### config.mk
export PLATFORM = sky130hd
export DESIGN_NAME = mult_ctrl
export DESIGN_NICKNAME = d
export VERILOG_FILES = /design/src/rtl/mult_ctrl.sv
export SDC_FILE = /design/constraint.sdc
export NUM_CORES = 1
export LEC_CHECK = 0
export ABC_AREA = 1
export CELL_PAD_IN_SITES_DETAIL_PLACEMENT = 0
export CELL_PAD_IN_SITES_GLOBAL_PLACEMENT = 1
export CORE_AREA = 2 2 39 41
export CTS_BUF_LIST = sky130_fd_sc_hd__clkbuf_8 sky130_fd_sc_hd__clkbuf_16
export DETAILED_ROUTE_END_ITERATION = 6
export DIE_AREA = 0 0 41 43
export GPL_TIMING_DRIVEN = 0
export MAX_ROUTING_LAYER = met4
export PLACE_DENSITY_LB_ADDON = 0.05
export SETUP_SLACK_MARGIN = 0.5
export SKIP_CTS_REPAIR_TIMING = 1
export SLEW_MARGIN = 20
export SYNTH_ARGS = -nofsm -noshare
export SYNTH_HDL_FRONTEND = slang
export SYNTH_SLANG_ARGS = --single-unit
### constraint.sdc
create_clock -name clk -period 2.05 [get_ports clk]
set_input_delay 0.5125 -clock clk [delete_from_list [all_inputs] [get_ports clk]]
set_output_delay 0.5125 -clock clk [all_outputs]
set_load 0.05 [all_outputs]
### src/rtl/mult_ctrl.sv
// Control FSM for an N-bit shift-and-add multiplier: sequences RESET/ADD/SHIFT and signals ready/done.
// Optional sticky protocol-error flag `err` is built when MULT_CTRL_ERR_EN is defined.
module mult_ctrl #(
    parameter int N = 8
) (
    input  logic clk,
    input  logic reset,
    input  logic start,
    input  logic lsb,
    output logic RESET,
    output logic ADD,
    output logic SHIFT,
    output logic ready,
`ifdef MULT_CTRL_ERR_EN
    output logic err,
`endif
    output logic done
);

    localparam int CW = $clog2(N + 1);

    typedef enum logic [2:0] {
        IDLE     = 3'd0,
        LOAD     = 3'd1,
        EVAL     = 3'd2,
        SHIFT_ST = 3'd3,
        DONE     = 3'd4
    } state_t;

    state_t        state;
    state_t        state_next;
    logic [CW-1:0] cnt;
    logic [CW-1:0] cnt_next;
    logic [CW-1:0] cnt_inc;
    logic          last_shift;

    // Saturating increment: the count holds at N instead of wrapping.
    assign cnt_inc    = (cnt == CW'(N)) ? cnt : cnt + CW'(1);
    assign last_shift = (cnt_inc == CW'(N));

    // NOTE: sequential state uses non-blocking (<=) so every flop samples pre-edge values.
    always_ff @(posedge clk or posedge reset) begin
        if (reset) begin
            state <= IDLE;
            cnt   <= '0;
        end else begin
            state <= state_next;
            cnt   <= cnt_next;
        end
    end

    // NOTE: every combinational output gets a default first, so no path can infer a latch.
    always_comb begin
        state_next = state;
        cnt_next   = cnt;
        case (state)
            IDLE: begin
                if (start) begin
                    state_next = LOAD;
                    cnt_next   = '0;
                end
            end
            LOAD:     state_next = EVAL;
            EVAL: begin
                if (lsb) begin
                    state_next = SHIFT_ST;
                end else begin
                    cnt_next   = cnt_inc;
                    state_next = last_shift ? DONE : EVAL;
                end
            end
            SHIFT_ST: begin
                cnt_next   = cnt_inc;
                state_next = last_shift ? DONE : EVAL;
            end
            DONE:     state_next = IDLE;
            default: begin
                state_next = IDLE;
                cnt_next   = '0;
            end
        endcase
    end

    // Moore decode, with lsb selecting ADD versus SHIFT in EVAL; start never reaches an output.
    always_comb begin
        RESET = 1'b0;
        ADD   = 1'b0;
        SHIFT = 1'b0;
        ready = 1'b0;
        done  = 1'b0;
        case (state)
            IDLE:     ready = 1'b1;
            LOAD:     RESET = 1'b1;
            EVAL: begin
                if (lsb) ADD   = 1'b1;
                else     SHIFT = 1'b1;
            end
            SHIFT_ST: SHIFT = 1'b1;
            DONE:     done  = 1'b1;
            default:  ;
        endcase
    end

`ifdef MULT_CTRL_ERR_EN
    // Sticky until the next accepted start; set by any start seen while busy.
    always_ff @(posedge clk or posedge reset) begin
        if (reset) begin
            err <= 1'b0;
        end else if (start && state == IDLE) begin
            err <= 1'b0;
        end else if (start && !ready) begin
            err <= 1'b1;
        end
    end
`endif

endmodule

==> flow_summary_export.csv <==
group,metric,value,unit
yosys,yosys.area.top_type,"dfrtp_1",
die,die-area,1760,um^2
cells_and_area,area_delta_synth_final,47.3,%
cells_and_area,num_antenna_cells,0,
sta,grt_setup_unrepaired,"true",
pwr,p_per_area,1680,nW/um^2
placed_design,place_congestion,0.772,
pwr,p_leak,0.362,nW
sta,period_share,80.5,%
run,cap_violations,0,
yosys,synth_cell_types,18,
die,die_y,43,um
route,dr_wl_met3,23,um
clock_tree,clockRootBuffer,"clkbuf_8",
yosys,synth-async-reset-ratio,100,%
sta,skew,0.000760,ns
clock_tree,htreeDepth,1,
route,top_layer_used,"met3",
grt,track_usage,12.5,%
setup_path,path_max_fanout,3,
placed_design,dp_hpwl,692,um
sta,finalMaxSlewViolations,0,
route,vias_per_cell,4.42,
setup_path,arrival,1.14,ns
yosys,yosys_warnings,0,
yosys,syn_avg_cell_area,7.55,um^2
setup_path,critPathRequiredTime,1.54,ns
grt,grt_overflow_total,0,
sta,worst_pin_slew,0.239,ns
sta,hold_viol,0,
cells_and_area,fin_nets,87,
yosys,synth_edf_count,0,
pwr,p_seq_share,25.4,%
clock_tree,clk_latency,0.22,ns
setup_path,setup.worst_path.start_class,"flop",
route,antenna_left,0,
sta,holdWs,0.509,ns
grt,antenna_found_initial,0,
grt,grt_pass1_wl,1440,um
clock_tree,cts_sinks,7,
sta,slew_headroom,84.1,%
pwr,design_power_total,1.14,mW
pwr,p_int,0.604,mW
yosys,synth_seq_area_share,38.0,%
die,initial_core_util,33.3,%
placed_design,io_buffers,8,
yosys,synth_area,460,um^2
yosys,syn_nets,67,
route,met1_length,455,um
yosys,netlist_instances,61,
clock_tree,cts_made_buffers,3,
pwr,p_comb_share,58.7,%
setup_path,crit_path_end_kind,"output pin",
clock_tree,clockBufferDepth,2,
route,num_vias,424,
pwr,switching_share,46.9,%
die,dieWidth,41,um
clock_tree,cts.reportedPaths.clkPinSlew,0.04,ns
outcome,outcome,"finished, final reports clean",
yosys,ys.flop_type,"dfrtp_1",
route,drc,0,
die,row_count,14,
pwr,vdd_ir_drop_max,672,uV
sta,period_needed,1.65,ns
yosys,synth_seq_cells,7,
yosys,yosysTopAreaCellShare,38.0,%
grt,grt_pass1_vias,377,
sta,fmax,0.606,GHz
route,wl_met2,446,um
die,io_pins,9,
grt,grt_max_degree,8,
clock_tree,cts_tree,"done",
setup_path,path_class,"flop to output pin",
sta,setup_viol,0,
yosys,yosys.cell_count.top_type,"nand2_1",
route,drt-pass1-iter-count,2,
die,fp.coreArea,1380,um^2
yosys,synthTopCellsByCount,"nand2_1, dfrtp_1, inv_1, inv_2, nor2_1",
hold_path,hp-class,"input port to async pin",
pwr,p_clk_share,16.0,%
cells_and_area,drive_gt1_share,36.3,%
route,wl,924,um
route,wl_per_cell,9.63,um
cells_and_area,fillers,150,
route,drtIter0Drc,2,
pwr,p_sw,0.534,mW
yosys,synth.area.top_cells,"dfrtp_1, nand2_1, inv_1",
## kinds of logic (layout without fill, tap and decap cells)
kind of cell / count (synthesis) / in the layout / synth area share, %
fa+ha+maj: 2 / 2 / 5.43
simple gates: 37 / 37 / 39.7
buf+inv: 11 / 30 / 8.97
flops: 7 / 7 / 38.0
compound gates: 4 / 4 / 7.88
## per-stage QoR
step	utilization, %	cell area [um^2]	setup TNS [ns]	setup WS (ns)	instances
2_1_floorplan	-	472	0	0.417	61
3_3_place_gp	41.3	572	-1.11	-0.585	85
3_5_place_dp	41.3	572	-1.10	-0.575	85
4_1_cts	44.6	617	-1.74	-0.583	89
5_1_grt	49.0	678	0	0.328	96
6_report	49.0	678	0	0.401	96
## routing by layer
metal  track usage, %  vias to the layer above
li1                 -                      225
met1             15.8                      194
met2             18.1                        5
met3             1.57                        0
met4             8.00                        0
met5                -                        -
## flip-flops by register name (all words and copies together), names as in the netlist
| signal | flops |
|---|---|
| cnt | 4 |
| state | 3 |
## area by class of cell
cell class	count	area [um^2]	share of cell area [%]
Tap cell	16	20.0	2.95
Timing Repair Buffer	15	138	20.3
Clock inverter	1	3.75	0.554
Sequential cell	7	176	26.0
Multi-Input combinational cell	43	258	38.0
Inverter	11	41.3	6.09
Clock buffer	3	41.3	6.09
## worst max-delay path, cell delays in order (launching register included)
cell and delay, ns:
dfrtp_1 0.39, buf_4 0.15, nor3_4 0.19, buf_6 0.18
## cell usage in the layout (no fill, tap or decap), drive strengths merged
cell type,netlist,final
a21oi,1,1
buf,0,12
clkbuf,0,3
clkdlybuf4s50,0,2
dfrtp,7,7
dlymetal6s2s,0,1
ha,2,2
inv,11,12
nand2,23,23
nand3,3,3
nand4,2,2
nor2,6,6
nor3,2,2
o21ai,2,2
o22ai,1,1
or2,1,1
## worst paths after layout
kind                       startpoint       end  slack (ns)  cells past startpoint
max in group asynchronous       reset  state[1]        1.33                      2
setup / recovery             state[2]     RESET        0.40                      3
setup reg to reg               cnt[0]  state[1]        0.73                      9
hold reg to reg                cnt[2]    cnt[2]        0.55                      2
min in group clk               cnt[2]    cnt[2]        0.55                      2
hold / removal                  reset    cnt[3]        0.51                      2
## power by group through the flow
| stage | combinational (mW) | sequential, mW | clock (mW) |
|---|---|---|---|
| CTS | 0.582 | 0.291 | 0.187 |
| global route | 0.730 | 0.301 | 0.199 |
| finish | 0.668 | 0.289 | 0.182 |
| detailed placement | 0.575 | 0.292 | 0 |
| floorplan | 0.450 | 0.270 | 0 |
| global placement | 0.576 | 0.292 | 0 |
Power figures use the tool's default switching activity.
